`src/rtl/rram_access_ctrl_pkg.sv`:
```
// rram_access_ctrl_pkg: state encoding and default phase lengths for the RRAM access sequencer
package rram_access_ctrl_pkg;
  typedef enum logic [2:0] {
    S_IDLE  = 3'd0,
    S_PRE   = 3'd1,
    S_DVLP  = 3'd2,
    S_SENSE = 3'd3,
    S_WRITE = 3'd4,
    S_DONE  = 3'd5
  } state_t;
  localparam int DEF_PRE_CYC  = 2;
  localparam int DEF_DVLP_CYC = 3;
  localparam int DEF_SA_CYC   = 2;
  localparam int DEF_WR_CYC   = 4;
  localparam int DEF_CNT_W    = 4;
endpackage

```
`src/rtl/rram_phase_timer.sv`:
```
// rram_phase_timer: loadable down-counter that stops at zero and flags it
module rram_phase_timer #(
  parameter int CNT_W = 4
) (
  input  logic             i_clk,
  input  logic             i_rst,
  input  logic             i_load,
  input  logic [CNT_W-1:0] i_val,
  output logic [CNT_W-1:0] o_cnt,
  output logic             o_zero
);
  logic [CNT_W-1:0] r_cnt;
  always_ff @(posedge i_clk)
    if (i_rst) r_cnt <= '0;
    else if (i_load) r_cnt <= i_val;
    else if (r_cnt != '0) r_cnt <= r_cnt - CNT_W'(1);
  assign o_cnt  = r_cnt;
  assign o_zero = (r_cnt == '0);
endmodule

```
`src/rtl/rram_access_ctrl.sv`:
```
// rram_access_ctrl: sequences one RRAM read (precharge/develop/sense) or write pulse per request
module rram_access_ctrl
  import rram_access_ctrl_pkg::*;
#(
  parameter int PRE_CYC  = DEF_PRE_CYC,
  parameter int DVLP_CYC = DEF_DVLP_CYC,
  parameter int SA_CYC   = DEF_SA_CYC,
  parameter int WR_CYC   = DEF_WR_CYC,
  parameter int CNT_W    = DEF_CNT_W
) (
  input  logic i_clk,
  input  logic i_rst,
  input  logic i_req,
  input  logic i_req_we,
  output logic o_ack,
  output logic o_busy,
  output logic o_done,
  output logic o_data_latch,
  output logic o_pre_h,
  output logic o_dvlp_h,
  output logic o_sa_en_h,
  output logic o_read_vddh,
  output logic o_write_vddh,
  output logic o_dummy_en
);
  localparam int MAX_LEN = 2**CNT_W - 1;
  if (PRE_CYC < 1 || PRE_CYC > MAX_LEN || DVLP_CYC < 1 || DVLP_CYC > MAX_LEN ||
      SA_CYC < 1 || SA_CYC > MAX_LEN || WR_CYC < 1 || WR_CYC > MAX_LEN) begin : g_bad_param
    $error("rram_access_ctrl: phase lengths must lie in 1..2**CNT_W-1");
  end
  state_t r_state, w_next;
  logic w_load, w_zero;
  logic [CNT_W-1:0] w_load_val, w_cnt;
  logic w_ack, w_busy, w_done, w_latch, w_pre, w_dvlp, w_sa, w_rd, w_wr, w_dm;
  rram_phase_timer #(.CNT_W(CNT_W)) u_timer (
    .i_clk  (i_clk),
    .i_rst  (i_rst),
    .i_load (w_load),
    .i_val  (w_load_val),
    .o_cnt  (w_cnt),
    .o_zero (w_zero)
  );
  always_ff @(posedge i_clk)
    if (i_rst) begin
      r_state <= S_IDLE;
      {o_ack, o_busy, o_done, o_data_latch, o_pre_h, o_dvlp_h,
       o_sa_en_h, o_read_vddh, o_write_vddh, o_dummy_en} <= '0;
    end else begin
      r_state <= w_next;
      {o_ack, o_busy, o_done, o_data_latch, o_pre_h, o_dvlp_h,
       o_sa_en_h, o_read_vddh, o_write_vddh, o_dummy_en} <=
        {w_ack, w_busy, w_done, w_latch, w_pre, w_dvlp, w_sa, w_rd, w_wr, w_dm};
    end
  always_comb begin
    w_next = S_IDLE;
    case (r_state)
      S_IDLE:  w_next = i_req ? (i_req_we ? S_WRITE : S_PRE) : S_IDLE;
      S_PRE:   w_next = w_zero ? S_DVLP : S_PRE;
      S_DVLP:  w_next = w_zero ? S_SENSE : S_DVLP;
      S_SENSE: w_next = w_zero ? S_DONE : S_SENSE;
      S_WRITE: w_next = w_zero ? S_DONE : S_WRITE;
      default: w_next = S_IDLE;
    endcase
  end
  // Every phase is a distinct state, so a state change is exactly a phase entry.
  always_comb begin
    w_load     = (w_next != r_state);
    w_load_val = (w_next == S_PRE)   ? CNT_W'(PRE_CYC - 1)  :
                 (w_next == S_DVLP)  ? CNT_W'(DVLP_CYC - 1) :
                 (w_next == S_SENSE) ? CNT_W'(SA_CYC - 1)   :
                 (w_next == S_WRITE) ? CNT_W'(WR_CYC - 1)   : '0;
    w_ack   = (r_state == S_IDLE) && i_req;
    w_busy  = (w_next != S_IDLE);
    w_done  = (w_next == S_DONE);
    w_pre   = (w_next == S_PRE);
    w_dvlp  = (w_next == S_DVLP);
    w_sa    = (w_next == S_SENSE);
    w_rd    = w_dvlp || w_sa;
    w_dm    = w_rd;
    w_wr    = (w_next == S_WRITE);
    w_latch = w_sa && (w_load ? (w_load_val == '0) : (w_cnt == CNT_W'(1)));
  end
endmodule

```
`config.mk`:
```
export PLATFORM = sky130hd
export DESIGN_NAME = rram_access_ctrl
export DESIGN_NICKNAME = d
export VERILOG_FILES = /design/src/rtl/rram_access_ctrl_pkg.sv /design/src/rtl/rram_phase_timer.sv /design/src/rtl/rram_access_ctrl.sv
export SDC_FILE = /design/constraint.sdc
export NUM_CORES = 1
export LEC_CHECK = 0
export CAP_MARGIN = 20
export CORE_UTILIZATION = 25
export DETAILED_ROUTE_END_ITERATION = 6
export RECOVER_POWER = 50
export SLEW_MARGIN = 5
export SYNTH_ARGS = -nofsm -noshare
export SYNTH_HDL_FRONTEND = slang
export SYNTH_SLANG_ARGS = --single-unit
```
`constraint.sdc`:
```
create_clock -name i_clk -period 1.8 [get_ports i_clk]
set_input_delay 0.27 -clock i_clk [delete_from_list [all_inputs] [get_ports i_clk]]
set_output_delay 0.27 -clock i_clk [all_outputs]
set_load 0.01 [all_outputs]
```
==> metrics.csv <==
stage;metric;value;unit
outcome;outcome;finished with violations;
outcome;failing checks;design-rule violations;
timing;Slew Viols, Final;0;
global_route;pin count of the biggest net entering global routing;11;
final_layout;share of layout cells above drive strength 1;0.2000;
logic_synthesis;Yosys reg bits;16;
critical_path;FF-to-FF setup slack;0.09;ns
critical_path;Crit path arrival time;1.88;ns
timing;FMAX;0.5838;GHz
timing;Slew @ Worst Pin;0.3398;ns
clocking;TritonCTS Sinks;16;
drt;final WL;1.531;mm
final_layout;# fillers;285;
critical_path;CP required;1.97;ns
clocking;CTS root buf;clkbuf_4;
drt;Post-DRT Antenna Nets;0;
critical_path;Worst Setup End Kind;flip-flop;
final_layout;sequential cell area;320.3;sq um
logic_synthesis;number of synthesized flops with an enable pin;0;
global_route;vias in the first global route;604;
global_route;first-pass GRT wire length;2.615;mm
power_and_ir_drop;Pwr Density;1661;mW/mm^2
clocking;Post-CTS Setup Bufs;0;
power_and_ir_drop;LEAKAGE;0.4290;nW
clocking;TritonCTS clock tree;yes;
logic_synthesis;Async SR Flop Fraction;0;
logic_synthesis;Mean Syn Cell Area;9.415;sq um
final_layout;final core utilization;0.3591;
critical_path;WS Path Type;flip-flop to flip-flop;
global_route;antenna violations before repair;0;
final_layout;Syn-to-layout area delta;33.72;%
place;PortBufs;13;
logic_synthesis;Seq/Total Area, Yosys;0.4252;
global_route;global route overflow;0;
drt;vias per cell;4.756;
final_layout;design area;0.001007;sq mm
drt;Initial DRC Count;16;
timing;RSZ-0062 raised after global routing;no;
logic_synthesis;ys flop type;dfxtp_1;
die;Starting Density;0.2685;
die;Core ar.;0.002805;sq mm
timing;WHS;0.6330;ns
min_path;Hold WC Path Type;flip-flop to flip-flop;
place;GPL Wtd Cong;0.8100;
die;FP Rows;19;
timing;Slew Limit Headroom;0.7731;
critical_path;CP Max Fanout;5;
critical_path;Worst setup SP type;flip-flop;
drt;routed len/inst;11.69;microns
final_layout;max reg flops;4;
die;die span in x;56.89;microns
drt;DR pass1 iterations;6;
place;setup slack at placement;0.01512;ns
timing;Tcrit/Tclk final;0.9516;
global_route;GRT Total Usage;0.1034;
die;total die area;0.003236;sq mm
logic_synthesis;Post-Synthesis Cells;80;
timing;minimum clock period;1.713;ns
logic_synthesis;Net Count, Synth;86;
clocking;number of buffers created by CTS;3;
final_layout;Inserted Diodes;0;
clocking;Max Buffers Root-to-Sink;2;
final_layout;Layout Nets;107;
clocking;cts hold-fix bufs;0;
timing;TNS Setup;0;ns
clocking;clk_lat worst skew;0.28;ns
clocking;H-tree Lvls;1;
timing;final hold violation count;0;
die;Die H;56.89;microns
drt;via count;623;
power_and_ir_drop;Worst VDD drop;0.3617;mV
clocking;clk slew on worst S/H paths;0.10;ns
place;hpwl dp;1.105;mm
timing;Setup Skew;0.005626;ns
final_layout;most frequent cells in the layout;dfxtp_1, dlygate4sd3_1, buf_4;
timing;Worst Slack Setup Final;0.08713;ns
final_layout;most common cell after layout, fill and taps aside;dfxtp_1;
timing;final setup violation count;0;
drt;DRC Markers;2;
die;# IOs;14;
place;placed cell area;948.4;sq um
logic_synthesis;Ys Warns;0;
final_layout;multi-input logic area;410.4;sq um
logic_synthesis;Yosys cell types;34;
logic_synthesis;Post-Syn Area;753.2;sq um
flow_run;Max Cap Violations;0;
-- logic make-up after synthesis --
logic type               share of synthesized area
AND/OR/NAND/NOR                             0.2226
AO/OA/AOI/OAI                               0.1728
flip-flops                                  0.4253
buffers and inverters                      0.05980
XOR/XNOR                                   0.04651
multiplexers                               0.03987
adder cells (fa/ha/maj)                    0.03322
-- routing by layer --
layer  GRT usage  up-vias  wire, microns
met2      0.1597       13            694
met4     0.06272        0             33
li1            -      324              -
met5           0        -              0
met1      0.1355      284            752
met3     0.01382        2             51
-- layout make-up --
cell class              instances  share of cell area
multi-input cells              55              0.4075
flip-flops and latches         16              0.3180
inverters                       5             0.01863
repair buffers                 20              0.1814
clock buffers                   4             0.03602
well taps                      31             0.03851
-- power breakdown --
part           switching (mW)  leakage [nW]  total (mW)  internal, mW
Clock                   0.111        0.0210       0.233         0.123
Sequential             0.0998         0.131       0.550         0.450
Combinational           0.414         0.277       0.890         0.476
Total                   0.624         0.429        1.67          1.05
-- critical path, cell delays in order (launching register included) --
cell and delay (ns):
dfxtp_1 0.33, inv_2 0.07, ha_4 0.14, or3b_4 0.42
mux2i_1 0.20, o32ai_2 0.12, or3_1 0.31
-- what timing repair did --
action / CTS / global route
setup endpoints to repair: 1 / 5
pin swaps: 0 / 0
resized for setup: 1 / 6
-- worst paths after layout --
check,depth (start not counted),to,start
worst max-delay path,6,o_busy,u_timer.o_cnt[1]
worst min register to register,2,u_timer.o_cnt[3],u_timer.o_cnt[3]
worst max register to register,6,o_busy,u_timer.o_cnt[1]
worst min-delay path,2,u_timer.o_cnt[3],u_timer.o_cnt[3]
-- through the flow --
stage | cells | power, mW
floorplan | 80 | 1.105
global placement | 127 | 1.367
detailed placement | 127 | 1.375
CTS | 131 | 1.626
global route | 131 | 1.813
finish | 131 | 1.673
-- synth_stat cells (2+ instances only) --
cell type,instances,area [sq um]
nor3_1,3,15.01
xnor2_1,4,35.03
a21oi_1,6,30.03
a31oi_1,2,12.51
inv_1,4,15.01
nand2_1,4,15.01
o211a_1,2,20.02
nand3_1,3,15.01
ha_1,2,25.02
clkbuf_1,2,7.510
nor3b_2,2,25.02
mux2i_1,3,30.03
o211ai_1,2,15.01
dfxtp_1,16,320.3
nor2_1,6,22.52
Power figures use the tool's default switching activity.
